[src/rtl/data_mem_fetch_ctrl_pkg.sv]
// Shared types and sizing for the Winograd data-memory fetch path.
package winocnn_mem_pkg;
    localparam int ADDR_W    = 8;
    localparam int MEM_DEPTH = 128;
    localparam int CNT_W     = 8;
    localparam int TILE_ROWS = 4;

    typedef enum logic [1:0] {IDLE, LO, HI, DONE} fetch_state_e;
endpackage

[src/rtl/data_mem_fetch_ctrl_if.sv]
// Control/config/status bundle between the layer controller and the fetch sequencer.
interface data_mem_fetch_ctrl_if;
    import winocnn_mem_pkg::*;

    logic              scan_mode;
    logic              start;
    logic [ADDR_W-1:0] cfg_base_addr;
    logic [ADDR_W-1:0] cfg_tile_stride;
    logic [CNT_W-1:0]  cfg_num_tiles;
    logic              stall_in;
    logic [ADDR_W-1:0] addr_1_in;
    logic [ADDR_W-1:0] addr_2_in;
    logic              package_1_valid;
    logic              package_2_valid;
    logic [CNT_W-1:0]  tile_idx;
    logic              busy;
    logic              done;
    logic              aborted;
    logic              oob_err;

    modport master (
        input  scan_mode, start, cfg_base_addr, cfg_tile_stride, cfg_num_tiles, stall_in,
        output addr_1_in, addr_2_in, package_1_valid, package_2_valid,
               tile_idx, busy, done, aborted, oob_err
    );

    modport slave (
        output scan_mode, start, cfg_base_addr, cfg_tile_stride, cfg_num_tiles, stall_in,
        input  addr_1_in, addr_2_in, package_1_valid, package_2_valid,
               tile_idx, busy, done, aborted, oob_err
    );
endinterface

[src/rtl/data_mem_fetch_ctrl_addr_gen.sv]
// Tile base accumulator plus per-port row address and bounds check for one beat.
module fetch_addr_gen
    import winocnn_mem_pkg::*;
(
    input  logic                   clk,
    input  logic                   reset_n,
    input  logic                   load_i,
    input  logic [ADDR_W-1:0]      base_i,
    input  logic                   advance_i,
    input  logic [ADDR_W-1:0]      stride_i,
    input  logic                   hi_i,
    output logic [1:0][ADDR_W-1:0] addr_o,
    output logic [1:0]             inb_o
);
    localparam int ROW_W = ADDR_W + 2;

    logic [ADDR_W:0]  tbase_q, tbase_d;
    logic [ROW_W-1:0] step_sum;

    // Saturate instead of wrapping so a runaway base can never alias back into range.
    always_comb begin
        step_sum = {1'b0, tbase_q} + ROW_W'(stride_i);
        tbase_d  = tbase_q;
        if (load_i)
            tbase_d = {1'b0, base_i};
        else if (advance_i)
            tbase_d = step_sum[ROW_W-1] ? '1 : step_sum[ADDR_W:0];
    end

    always_ff @(posedge clk or negedge reset_n) begin
        if (!reset_n)
            tbase_q <= '0;
        else
            tbase_q <= tbase_d;
    end

    generate
        for (genvar gi = 0; gi < 2; gi++) begin : g_port
            logic [ROW_W-1:0] row;
            assign row = {1'b0, tbase_q}
                       + (hi_i ? ROW_W'(TILE_ROWS / 2) : ROW_W'(0))
                       + ROW_W'(gi);
            assign inb_o[gi]  = (row < ROW_W'(MEM_DEPTH)) && (row < ROW_W'(1 << ADDR_W));
            assign addr_o[gi] = row[ADDR_W-1:0];
        end
    endgenerate
endmodule

[src/rtl/data_mem_fetch_ctrl.sv]
// Dual-port row-read sequencer: walks tiles as LO/HI beats, yields to scan loading.
module data_mem_fetch_ctrl
    import winocnn_mem_pkg::*;
(
    input  logic                  clk,
    input  logic                  reset_n,
    data_mem_fetch_ctrl_if.master bus
);
    fetch_state_e            state_q, state_d;
    logic [ADDR_W-1:0]       stride_q, stride_d;
    logic [CNT_W-1:0]        num_q, num_d;
    logic [CNT_W-1:0]        tile_cnt_q, tile_cnt_d;
    logic [1:0][ADDR_W-1:0]  addr_q, addr_d;
    logic [1:0]              vld_q, vld_d;
    logic [CNT_W-1:0]        tile_idx_q, tile_idx_d;
    logic                    busy_q, busy_d;
    logic                    done_q, done_d;
    logic                    aborted_q, aborted_d;
    logic                    oob_q, oob_d;

    logic                    gen_load, gen_adv;
    logic [1:0][ADDR_W-1:0]  row_addr;
    logic [1:0]              row_inb;

    fetch_addr_gen u_addr_gen (
        .clk       (clk),
        .reset_n   (reset_n),
        .load_i    (gen_load),
        .base_i    (bus.cfg_base_addr),
        .advance_i (gen_adv),
        .stride_i  (stride_q),
        .hi_i      (state_q == HI),
        .addr_o    (row_addr),
        .inb_o     (row_inb)
    );

    always_ff @(posedge clk or negedge reset_n) begin
        if (!reset_n) begin
            state_q    <= IDLE;
            stride_q   <= '0;
            num_q      <= '0;
            tile_cnt_q <= '0;
            addr_q     <= '0;
            vld_q      <= '0;
            tile_idx_q <= '0;
            busy_q     <= 1'b0;
            done_q     <= 1'b0;
            aborted_q  <= 1'b0;
            oob_q      <= 1'b0;
        end else begin
            state_q    <= state_d;
            stride_q   <= stride_d;
            num_q      <= num_d;
            tile_cnt_q <= tile_cnt_d;
            addr_q     <= addr_d;
            vld_q      <= vld_d;
            tile_idx_q <= tile_idx_d;
            busy_q     <= busy_d;
            done_q     <= done_d;
            aborted_q  <= aborted_d;
            oob_q      <= oob_d;
        end
    end

    // state_q names the beat to be registered at the next edge; the output
    // registers always hold the beat currently presented downstream.
    always_comb begin
        state_d    = state_q;
        stride_d   = stride_q;
        num_d      = num_q;
        tile_cnt_d = tile_cnt_q;
        addr_d     = addr_q;
        vld_d      = vld_q;
        tile_idx_d = tile_idx_q;
        busy_d     = busy_q;
        oob_d      = oob_q;
        done_d     = 1'b0;
        aborted_d  = 1'b0;
        gen_load   = 1'b0;
        gen_adv    = 1'b0;

        if (bus.scan_mode && state_q != IDLE) begin
            state_d   = IDLE;
            vld_d     = '0;
            addr_d    = '0;
            busy_d    = 1'b0;
            aborted_d = 1'b1;
        end else begin
            unique case (state_q)
                IDLE: begin
                    if (bus.start && !bus.scan_mode) begin
                        gen_load   = 1'b1;
                        stride_d   = bus.cfg_tile_stride;
                        num_d      = bus.cfg_num_tiles;
                        tile_cnt_d = '0;
                        tile_idx_d = '0;
                        oob_d      = 1'b0;
                        state_d    = (bus.cfg_num_tiles == '0) ? DONE : LO;
                    end
                end
                LO, HI: begin
                    if (!bus.stall_in) begin
                        for (int p = 0; p < 2; p++) begin
                            vld_d[p]  = row_inb[p];
                            addr_d[p] = row_inb[p] ? row_addr[p] : '0;
                        end
                        oob_d      = oob_q | ~(&row_inb);
                        tile_idx_d = tile_cnt_q;
                        busy_d     = 1'b1;
                        if (state_q == LO) begin
                            state_d = HI;
                        end else begin
                            gen_adv = 1'b1;
                            if (tile_cnt_q == num_q - CNT_W'(1)) begin
                                state_d = DONE;
                            end else begin
                                tile_cnt_d = tile_cnt_q + CNT_W'(1);
                                state_d    = LO;
                            end
                        end
                    end
                end
                DONE: begin
                    // The last beat is still on the bus here and must survive a stall.
                    if (!(bus.stall_in && (|vld_q))) begin
                        vld_d   = '0;
                        addr_d  = '0;
                        done_d  = 1'b1;
                        busy_d  = 1'b0;
                        state_d = IDLE;
                    end
                end
                default: state_d = IDLE;
            endcase
        end
    end

    assign bus.addr_1_in       = addr_q[0];
    assign bus.addr_2_in       = addr_q[1];
    assign bus.package_1_valid = vld_q[0];
    assign bus.package_2_valid = vld_q[1];
    assign bus.tile_idx        = tile_idx_q;
    assign bus.busy            = busy_q;
    assign bus.done            = done_q;
    assign bus.aborted         = aborted_q;
    assign bus.oob_err         = oob_q;
endmodule
[src/flat_wrapper.sv]
// flat-port wrapper written by rule: the top's interface ports become plain ports
module data_mem_fetch_ctrl_flat import winocnn_mem_pkg::*;
  (clk, reset_n, bus_scan_mode, bus_start, bus_cfg_base_addr, bus_cfg_tile_stride, bus_cfg_num_tiles, bus_stall_in, bus_addr_1_in, bus_addr_2_in, bus_package_1_valid, bus_package_2_valid, bus_tile_idx, bus_busy, bus_done, bus_aborted, bus_oob_err);
  data_mem_fetch_ctrl_if bus_i ();
  input  logic clk;
  input  logic reset_n;
  input wire logic [$bits(bus_i.scan_mode)-1:0] bus_scan_mode;
  input wire logic [$bits(bus_i.start)-1:0] bus_start;
  input wire logic [$bits(bus_i.cfg_base_addr)-1:0] bus_cfg_base_addr;
  input wire logic [$bits(bus_i.cfg_tile_stride)-1:0] bus_cfg_tile_stride;
  input wire logic [$bits(bus_i.cfg_num_tiles)-1:0] bus_cfg_num_tiles;
  input wire logic [$bits(bus_i.stall_in)-1:0] bus_stall_in;
  output wire logic [$bits(bus_i.addr_1_in)-1:0] bus_addr_1_in;
  output wire logic [$bits(bus_i.addr_2_in)-1:0] bus_addr_2_in;
  output wire logic [$bits(bus_i.package_1_valid)-1:0] bus_package_1_valid;
  output wire logic [$bits(bus_i.package_2_valid)-1:0] bus_package_2_valid;
  output wire logic [$bits(bus_i.tile_idx)-1:0] bus_tile_idx;
  output wire logic [$bits(bus_i.busy)-1:0] bus_busy;
  output wire logic [$bits(bus_i.done)-1:0] bus_done;
  output wire logic [$bits(bus_i.aborted)-1:0] bus_aborted;
  output wire logic [$bits(bus_i.oob_err)-1:0] bus_oob_err;
  assign bus_i.scan_mode = bus_scan_mode;
  assign bus_i.start = bus_start;
  assign bus_i.cfg_base_addr = bus_cfg_base_addr;
  assign bus_i.cfg_tile_stride = bus_cfg_tile_stride;
  assign bus_i.cfg_num_tiles = bus_cfg_num_tiles;
  assign bus_i.stall_in = bus_stall_in;
  assign bus_addr_1_in = bus_i.addr_1_in;
  assign bus_addr_2_in = bus_i.addr_2_in;
  assign bus_package_1_valid = bus_i.package_1_valid;
  assign bus_package_2_valid = bus_i.package_2_valid;
  assign bus_tile_idx = bus_i.tile_idx;
  assign bus_busy = bus_i.busy;
  assign bus_done = bus_i.done;
  assign bus_aborted = bus_i.aborted;
  assign bus_oob_err = bus_i.oob_err;
  data_mem_fetch_ctrl u_core (.clk(clk), .reset_n(reset_n), .bus(bus_i));
endmodule
[config.mk]
export PLATFORM = sky130hd
export DESIGN_NAME = data_mem_fetch_ctrl_flat
export DESIGN_NICKNAME = d
export VERILOG_FILES = /design/src/rtl/data_mem_fetch_ctrl_pkg.sv /design/src/rtl/data_mem_fetch_ctrl_if.sv /design/src/rtl/data_mem_fetch_ctrl_addr_gen.sv /design/src/rtl/data_mem_fetch_ctrl.sv /design/src/flat_wrapper.sv
export SDC_FILE = /design/constraint.sdc
export NUM_CORES = 1
export LEC_CHECK = 0
export BUFFER_PORTS_ARGS = -buffer_cell sky130_fd_sc_hd__buf_2
export CORE_MARGIN = 2
export CORE_UTILIZATION = 62
export DETAILED_ROUTE_END_ITERATION = 6
export PLACE_DENSITY = 0.86
export REMOVE_ABC_BUFFERS = 1
export SYNTH_ARGS = -nofsm -noshare
export SYNTH_HDL_FRONTEND = slang
export SYNTH_HIERARCHICAL = 1
export SYNTH_SLANG_ARGS = --single-unit
[constraint.sdc]
create_clock -name clk -period 6 [get_ports clk]
set_input_delay 1.2 -clock clk [delete_from_list [all_inputs] [get_ports clk]]
set_output_delay 1.2 -clock clk [all_outputs]
set_load 0.02 [all_outputs]
## Yosys cells after proc, flatten, opt, wreduce, memory -nomap -nowiden

Index checks and enable logic that the tools add are counted.

| word-level totals | value |
|---|---|
| register bits after elaboration | 65 |
| bits in latches | 0 |
| bits in writable memories | 0 |
| ROM bits | 0 |
| input port bits | 29 |
| output and inout port bits | 30 |
| logic and storage cells | 102 |
| memories kept | 0 |

| operators by class | value |
|---|---|
| $add $sub $neg | 5 |
| $mul | 0 |
| divide/modulo/power cells | 0 |
| $lt $le $gt $ge | 4 |
| equal/unequal tests | 11 |
| shifts and indexed selects | 0 |
| muxes and demuxes | 46 |
| bitwise gates (word level) | 3 |
| reduce and logical (&&, ||, !) cells | 20 |

Operators by type and width:

| cell | number |
|---|---|
| 8-bit 2-to-1 mux | 7 |
| 16-bit 2-to-1 mux | 3 |
| 16-bit case mux with 2 select lines | 1 |
| 8-bit case mux with 2 select lines | 2 |
| 9-bit 2-to-1 mux | 3 |
| 10-bit by 8-bit < comparator with 1-bit output, second input constant | 2 |
| 10-bit by 9-bit < comparator with 1-bit output, second input constant | 2 |
| 2-bit 2-to-1 mux | 10 |
| 1-bit 2-to-1 mux | 16 |
| 10-bit by 1-bit adder with 10-bit output, second input constant | 1 |
| 9-bit by 2-bit adder with 10-bit output | 1 |
| 9-bit by 8-bit adder with 10-bit output | 1 |
| 3-bit AND reduction | 3 |
| 8-bit by 1-bit adder with 8-bit output, second input constant | 1 |
| 8-bit == test | 1 |
| 8-bit zero test | 1 |
| 8-bit by 1-bit subtractor with 8-bit output, second input constant | 1 |
| 2-bit != test, second input constant | 3 |
| 3-bit by 2-bit != test with 1-bit output, second input constant | 2 |
| 2-bit case mux with 3 select lines | 1 |
| 6-bit AND reduction | 1 |
| 2-bit nonzero test | 3 |
| 1-bit logical AND | 5 |
| 2-bit == test, second input constant | 2 |
| 13 further kinds | 16 |

## Longest topological paths before layout

Gate-level depths: netlist (run 1).

| depth | value |
|---|---|
| word-level depth | 11 |
| mapped depth | 13 |
| mapped depth without buffers | 13 |

## By module

The synthesis (run 1) kept the hierarchy.

Modules (own cells, without submodules):

| module | instances | cells an instance | area each (um^2) | seq. area each (um^2) |
|---|---|---|---|---|
| data_mem_fetch_ctrl | 1 | 268 | 2793.9 | 1401.3 |
| fetch_addr_gen | 1 | 143 | 1201.2 | 225.2 |

## Worst setup path before layout (run 1)

Ideal clock, no wire load.

| timing path | value |
|---|---|
| path kind | input to register |
| start | input port bus_start |
| end | register u_core.u_addr_gen.tbase_q[7] |
| library setup time | 0.130 ns |
| arrival | 3.058 ns |
| data required time | 5.870 ns |
| path slack | 2.812 ns |
| cell stages on the path | 11 |
| path buffers | 3 |
| cell sequence | inv_1 > or3_1 > buf_6 > clkinv_1 > clkbuf_1 > clkbuf_1 > nor3b_1 > a21oi_1 > nor3b_1 > a22o_1 > nor3_1 |

| on the way | value |
|---|---|
| longest elaborated chain between the ends | 5 |
| elaborated cells between the ends (all ways) | 6 |
| classes of those cells | mux (4); reduce/logical (2) |

Ends and longest elaborated chain:

| item | line | RTL |
|---|---|---|
| start, declared | flat_wrapper.sv:8 | `input wire logic [$bits(bus_i.start)-1:0] bus_start;` |
| 1-bit logical AND * | data_mem_fetch_ctrl.sv:91 | `if (bus.start && !bus.scan_mode) begin` |
| 1-bit 2-to-1 mux * | data_mem_fetch_ctrl.sv:91 |  |
| 1-bit 2-to-1 mux * | data_mem_fetch_ctrl.sv:89 | `unique case (state_q)` |
| 1-bit 2-to-1 mux * | data_mem_fetch_ctrl.sv:82 | `if (bus.scan_mode && state_q != IDLE) begin` |
| via u_core.gen_load | data_mem_fetch_ctrl.sv:21 | `logic gen_load, gen_adv;` |
| 9-bit 2-to-1 mux / 2-bit nonzero test (equally long branches) | - |  |
| end signal, assigned | data_mem_fetch_ctrl_addr_gen.sv:34 | `tbase_q <= tbase_d;` |
| end, declared | data_mem_fetch_ctrl_addr_gen.sv:17 | `logic [ADDR_W:0] tbase_q, tbase_d;` |

The timed path passes the listed nets; every way through them passes the cells marked *.
A chain may end at the register's enable or synchronous reset.

## Final worst setup path (run 1)

| timing path | value |
|---|---|
| start | input port bus_scan_mode |
| end | register u_core.addr_q (netlist bit u_core/bus.addr_1_in[0]) |

| on the way | value |
|---|---|
| longest elaborated chain between the ends | 3 |
| elaborated cells between the ends (all ways) | 6 |
| classes of those cells | eq/ne (2); mux (1); reduce/logical (3) |

Ends and longest elaborated chain:

| item | line | RTL |
|---|---|---|
| start, declared | flat_wrapper.sv:7 | `input wire logic [$bits(bus_i.scan_mode)-1:0] bus_scan_mode;` |
| 1-bit logical AND * | data_mem_fetch_ctrl.sv:82 |  |
| 3-bit by 2-bit != test with 1-bit output (no line) / 3-bit nonzero test (equally long branches) | - |  |
| 3-bit AND reduction (no line) | - |  |
| end signal, assigned | data_mem_fetch_ctrl.sv:55 | `addr_q <= addr_d;` |
| end, declared | data_mem_fetch_ctrl.sv:13 | `logic [1:0][ADDR_W-1:0] addr_q, addr_d;` |

Mark *: on every way between the ends. The rest lies on a longest branch, timed or not.

==> metrics.md, run 1 <==
| Metric | Value |
|---|---|
| # IOs | between 50 and 60 |
| Crit path max fanout | 20 |
| Starting Density | 0.636 |
| Antenna viol nets, final | 0 |
| Largest net degree at the start of global routing | 66 |
| Achievable Freq | 0.337 GHz |
| VDD IR-drop max | 0.313 mV |
| Dominant cells by area after synthesis | dfrtp_1, nand2_1, a22o_1 |
| CTS tree | built |
| Cell Area, Synth | roughly 4000 um^2 |
| Final WL | 8420 um |
| Vias | 3,191 |
| GP Congestion | 0.911 |
| Total power per unit cell area | 594 nW/um^2 |
| Max Slew Vio Count | 0 |
| Avg WL per Cell | about 16 um |
| Antenna cell count | 0 |
| Max capacitance violation total | 0 |
| DRC errors left | 0 |
| Synth Instances | ~410 |
| Setup CP Type | input port to register |
| Postcts setup bufs | 0 |
| Final period utilization | 0.494 |
| Final Non-Filler Cells | approximately 540 |
| First-pass GRT wire length | 14,300 um |
| Yosys cell types | 74 |
| DP Cell Count | ~530 |
| Setup violations, final | 0 |
| Drt first-iter violations | roughly 260 |
| Async SR Flop Fraction | 1.00 |
| Crit end category | register |
| Worst-Margin Slew | approximately 1.0 ns |
| EDFF count, synth | 0 |
| H-tree depth | 3 |
| Clock Tree Buf Depth | 2 |
| Slack of the critical path | 3.04 ns |
| Synth cell count leaders | nand2_1, dfrtp_1, a22o_1 |
| Core area | 6280 um^2 |
| Fillcell total | around 500 |
| Die Height | ~84 um |
| Status | complete, no violations |
| Clock root buffer | clkbuf_8 |
| Row Count | 29 |
| Worst Clk Skew | 0.00814 ns |
| Router iterations before antenna repair | 4 |
| Routed vias/inst | 5.89 |
| Layout cells sized above 1 | 0.228 |
| Area Overhead vs Synth | 10.2% |
| Setup TNS | 0 ns |
| Multi-input logic area | 2130 um^2 |
| CP startpoint kind | input port |
| Clk_lat worst skew | about 0.35 ns |
| Pre-CTS setup slack | between 2 and 3 ns |
| Cts-stage hold buffer count | 0 |
| Detailed Place HPWL | just over 6000 um |
| Slew HR | 0.328 |
| Critical path required time | between 6 and 7 ns |
| Synth area leader | dfrtp_1 |
| Top cell type's share of synthesized area | 0.407 |
| Min Tclk post-route | slightly below 3 ns |
| CP arrival | ~3.3 ns |
| Top FF cell, synth | dfrtp_1 |
| Total CTS buffers | 9 |
| Synthesis Warnings | 6 |
| Die area | slightly above 7000 um^2 |
| Die width | about 84 um |
| Vias in the first global route | slightly above 3,000 |
| Fin nets | about 510 |
| IO buf count | just under 60 |
| Initial antenna violation count | 0 |
| RSZ-0062 raised after global routing | no |
| GRT overflow | 0 |
| Leak | around 2.2 nW |
| Average cell area after synthesis | around 10 um^2 |
| Reg clk slew, reported paths | 0.08 ns |
| Sequential share of the synthesized area | 0.407 |
| Gr usage total | 0.252 |
| FF+latch area | about 1600 um^2 |
| Post-synthesis register bit count | 65 |
| Clk sinks | 65 |
| Final Hold Vio Count | 0 |
| Most frequent cell after synthesis | nand2_1 |
| Post-CTS sizing | 0 |
| Worst Hold Class | register to register |
-- sequential cells by signal (all words and copies together) (netlist names) --
signal                     count
u_core/bus.tile_idx            8
u_core/num_q                   8
u_core/stride_q                8
u_core/bus.addr_2_in           8
u_core/bus.done                1
u_core/bus.addr_1_in           8
u_core/bus.oob_err             1
u_core/state_q                 2
u_core/bus.aborted             1
u_core/bus.busy                1
u_core/u_addr_gen/tbase_q      9
u_core/tile_cnt_q              8
u_core/vld_q                   2
-- cell families (layout without fill, tap and decap cells) --
family | after synthesis | after routing | synth area share
simple gates | 153 | 153 | 0.194
compound gates | 107 | 107 | 0.212
flops | 65 | 65 | 0.407
buf+inv | 40 | 94 | 0.0589
xor+xnor | 26 | 26 | 0.0636
fa+ha+maj | 18 | 18 | 0.0583
mux | 2 | 2 | 0.00532
-- cells in the final DEF (no fill, tap or decap), types with 3 or more instances in the layout --
cell and count:
dfrtp_1 65, nand2_1 68, nor2_1 21, buf_2 58, nand3b_1 5, nor3_1 9
a22o_1 25, clkbuf_8 9, buf_4 3, a21o_1 8, a221o_1 3, xor2_1 17
a31oi_1 4, xnor2_1 7, clkinvlp_4 3, clkinv_2 3, nor2b_1 5, o22ai_1 3
inv_1 16, a21oi_1 15, nand2b_1 5, or2_2 3, ha_1 17, o21a_1 3
and3_1 3, nand3_1 7, o21ai_1 4, o21ai_0 11, nor3b_1 5, or3_1 3
and2_1 3
-- metrics by stage --
step	cell area (um^2)	hold slack [ns]	utilization	total power (W)
CTS	4400	0.492	0.701	0.00261
floorplan	3820	0.452	-	0.00190
global placement	4230	0.470	0.674	0.00219
detailed placement	4230	0.471	0.674	0.00227
global route	4400	0.509	0.701	0.00281
finish	4400	0.488	0.701	0.00261
-- path summary, 6_finish.rpt --
path	from	to	slack (ns)	cells after the start
max in group asynchronous	reset_n	u_core/bus.addr_1_in[2]	4.48	2
worst max register to register	u_core/state_q[0]	u_core/bus.addr_2_in[2]	3.05	10
worst min register to register	u_core/stride_q[4]	u_core/stride_q[4]	0.49	2
worst min-delay path	u_core/stride_q[4]	u_core/stride_q[4]	0.49	2
min in group asynchronous	reset_n	u_core/stride_q[5]	1.02	2
worst max-delay path	bus_scan_mode	u_core/bus.addr_1_in[0]	3.04	8
-- power by group --
part | internal (W) | leakage, nW | switching (W)
combinational | 0.000610 | 1.27 | 0.000823
sequential | 0.000631 | 0.814 | 0.000224
clock | 0.000149 | 0.0814 | 0.000178
-- worst max-delay path, stage by stage --
cell and delay [ns]:
buf_2 0.13, nor2b_1 0.32, nand3b_1 0.18, o21a_1 0.15, nand2_1 0.36, nor3_1 0.36, and2_1 0.37, a22o_1 0.19
-- layer usage --
metal  part of all wire  global-route usage  vias up
met5                  0                   0        -
met1               0.46               0.358     1499
li1                   -                   -     1562
met3              0.059              0.0403       19
met4              0.025               0.113        0
met2               0.46               0.383      111
-- layout make-up --
class / count / share of cell area
Timing Repair Buffer: 61 / 0.0710
Tap cell: 77 / 0.0219
Inverter: 17 / 0.0145
Multi-Input combinational cell: 306 / 0.485
Clock inverter: 7 / 0.0105
Sequential cell: 65 / 0.369
Clock buffer: 9 / 0.0281
Note: power is estimated with default switching activity, not from simulation.
==> run 2, diff against run 1 <==
Settings changed: ABC_AREA from default to 1, CORE_UTILIZATION 62 to 52, PLACE_DENSITY 0.86 to 0.76.
Clock period 6 ns to 2.65 ns, I/O delays scaled along.
==> run 2 against run 1 <==
Worst hold slack worse by 0.25 ns; synthesized cell count grew 37%; core utilization down 8.7 points; critical path type is now register to register; sequential cell count did not move; highest routed layer unchanged; clock-buffer cell count up 4; routed wire length grew 10%; clock skew is 0.00083 ns higher; largest power group unchanged.
==> metrics.md, run 2 <==
| Metric | Value |
|---|---|
| CP dominant cell by count | nand3_2 |
| Die area | 8680 um^2 (+22%) |
| Critical path buffers and inverters | 2 (+1) |
| Worst Clk Skew | 0.00896 ns (+0.000826 ns) |
| Average cell area after synthesis | 7.32 um^2 (-25%) |
| Routed vias/inst | 5.14 (-13%) |
| Clk sinks | 65 (unchanged) |
| Clock Tree Buf Depth | 2 (unchanged) |
| Layout cells sized above 1 | 0.214 (-0.0138) |
| Yosys cell types | 35 (-53%) |
| Final Hold Vio Count | 0 (unchanged) |
| Number of flip-flops in the largest register | 9 (unchanged) |
| Antenna cell count | 0 (unchanged) |
| Worst Hold Class | input port to async pin |
| Avg WL per Cell | 12.6 um (-19%) |
| Starting Density | 0.535 (-0.101) |
| Setup TNS | 0 ns (unchanged) |
| First-pass GRT wire length | 15,800 um (+9.8%) |
| Sequential share of the synthesized area | 0.393 (-0.0137) |
| Final period utilization | 0.898 |
| Largest net degree at the start of global routing | 35 (-47%) |
| Slowest CP cell | dfrtp_1 |
| Worst r2r src | u_core/state_q[0] |
| Detailed Place HPWL | 7120 um (+16%) |
| Reg clk slew, reported paths | 0.07 ns (about the same) |
| Vias | 3,785 (+19%) |
| Setup violations, final | 0 (unchanged) |
| Slew HR | 0.513 (+0.185) |
| Final Non-Filler Cells | 737 (+36%) |
| EDFF count, synth | 0 (unchanged) |
| Worst path top cell family by delay | simple AND/OR/NAND/NOR gates |
| Max incr delay on CP | 0.34 ns (-0.03 ns) |
| Post-synthesis register bit count | 65 (unchanged) |
| Max capacitance violation total | 0 (unchanged) |
| Worst-Margin Slew | 0.731 ns (-0.271 ns) |
| CP startpoint kind | register |
| Synth Instances | 565 (+37%) |
| Setup CP Type | register to register |
| Clk_lat worst skew | 0.34 ns (about the same) |
| Total power per unit cell area | 1230 nW/um^2 (+110%) |
| Fin nets | 677 (+34%) |
| Crit end category | register |
| Synthesis Warnings | 6 (unchanged) |
| Capture point of the worst reg-to-reg path | u_core/bus.addr_2_in[0] |
| RSZ-0062 raised after global routing | no |
| Cells on worst reg2reg path | 15 (+5) |
| Critical Path Start | u_core/state_q[0] |
| H-tree depth | 3 (unchanged) |
| GRT overflow | 0 (unchanged) |
| IO buf count | 58 (unchanged) |
| Row Count | 32 (+10%) |
| Router iterations before antenna repair | 5 (+1) |
| Crit path cell chain | inv_1, ha_1, ha_2, ha_4, nand3_1, nor2_4, nand3_2, nor2_4, nand3_2, nand2_2, nand3_2, nor2_1, buf_4, nand3_1, nand2_1 |
| Most frequent cells in the layout | nand2_1, dfrtp_1, buf_2, inv_1 |
| Top cell type's share of synthesized area | 0.393 (-0.0137) |
| Die Height | 93.2 um (+11%) |
| Most frequent cell after synthesis | nand2_1 |
| DP Cell Count | 720 (+37%) |
| CTS tree | built |
| Cell Area, Synth | 4130 um^2 (+3.5%) |
| Top FF cell, synth | dfrtp_1 |
| Antenna viol nets, final | 0 (unchanged) |
| Final WL | 9300 um (+10%) |
| VDD IR-drop max | 0.411 mV (+31%) |
| Synth area leader | dfrtp_1 |
| Register name with the most flops | u_core/u_addr_gen/tbase_q |
| Crit path max fanout | 9 (-55%) |
| Min Tclk post-route | roughly 2.4 ns |
| Leak | 2.57 nW (+18%) |
| Number of cells on the critical path | 15 (+7) |
| Fillcell total | 704 (+40%) |
| Core area | 7730 um^2 (+23%) |
| Clock root buffer | clkbuf_8 |
| R2R Setup Slk | 0.27 ns (-2.78 ns) |
| Setup crit end | u_core/bus.addr_2_in[0] |
| Critical path required time | 2.93 ns (-3.36 ns) |
| Status | complete, no violations |
| Achievable Freq | 0.420 GHz |
| Synth cell count leaders | nand2_1, dfrtp_1, inv_1 |
| Total CTS buffers | 9 (unchanged) |
| Area Overhead vs Synth | 14.8% |
| Max Slew Vio Count | 0 (unchanged) |
| Cts-stage hold buffer count | 0 (unchanged) |
| Async SR Flop Fraction | 1.00 (unchanged) |
| CP arrival | 2.66 ns (-0.59 ns) |
| Gr usage total | 0.227 (-0.0247) |
| Drt first-iter violations | 226 (-12%) |
| Dominant cells by area after synthesis | dfrtp_1, nand2_1, o21ai_0 |
| Die width | 93.2 um (+11%) |
| DRC errors left | 0 (unchanged) |
| Initial antenna violation count | 0 (unchanged) |
| Vias in the first global route | 3,509 (+15%) |
| Commonest non-fill, non-tap cell in the layout | nand2_1 |
| GP Congestion | 0.903 (-0.91%) |
| # IOs | 59 (unchanged) |
==> run 2: final cells by class <==
type | count | area (um^2) | area share
Clock buffer | 13 | 149 | 0.0314
Clock inverter | 3 | 40.0 | 0.00843
Inverter | 71 | 268 | 0.0564
Multi-Input combinational cell | 414 | 2160 | 0.456
Sequential cell | 65 | 1630 | 0.343
Tap cell | 102 | 128 | 0.0269
Timing Repair Buffer | 69 | 373 | 0.0785
==> run 2: how the worst min path moves through the flow <==
stage                              endpoint  cells past startpoint  slack [ns]
floorplan                u_core/bus.aborted                      0        0.23
global placement         u_core/stride_q[5]                      2        0.46
detailed placement       u_core/stride_q[5]                      2        0.47
CTS                 u_core/bus.addr_2_in[6]                      1        0.27
global route        u_core/bus.addr_1_in[3]                      1        0.31
finish              u_core/bus.addr_2_in[6]                      1        0.24
==> run 2: kinds of logic (layout without fill, tap and decap cells) <==
group           count (synthesis)  in the layout  synth area share
compound gates                 77             77             0.105
xor+xnor                       14             14            0.0297
flops                          65             65             0.393
fa+ha+maj                      18             18            0.0563
simple gates                  305            305             0.328
buf+inv                        86            156            0.0869
==> run 2: timing repair <==
action                     4_1_cts  5_1_grt
setup endpoints to repair        0       10
buffers inserted                 0        1
gates resized for setup          0        3
==> run 2: report_power, final <==
group	internal, W	switching, W
registers	0.00139	0.000342
logic	0.00113	0.00214
clock network	0.000458	0.000368
==> run 2: per-layer routing <==
| metal | up-vias | routed length, um | global-route usage |
|---|---|---|---|
| met3 | 17 | 470 | 0.0282 |
| met1 | 1729 | 4360 | 0.316 |
| li1 | 1932 | - | - |
| met4 | 0 | 180 | 0.0870 |
| met5 | - | 0 | 0 |
| met2 | 107 | 4300 | 0.365 |
==> run 2: worst reg2reg max path, delay by kind of cell, from the launching register on <==
family / cells / cell delay (ns)
adder cells (fa/ha/maj): 3 / 0.71
buffers and inverters: 2 / 0.25
flip-flops: 1 / 0.34
AND/OR/NAND/NOR: 10 / 1.02
==> run 2: per-stage QoR <==
step	utilization	setup WS, ns	power [W]	hold WS (ns)	cell area (um^2)
6_report	0.614	0.269	0.00582	0.242	4750
5_1_grt	0.614	0.0844	0.00640	0.306	4750
4_1_cts	0.611	0.0947	0.00581	0.267	4720
3_5_place_dp	0.587	0.123	0.00495	0.466	4540
3_3_place_gp	0.587	0.244	0.00485	0.463	4540
2_1_floorplan	-	0.0951	0.00405	0.234	4040
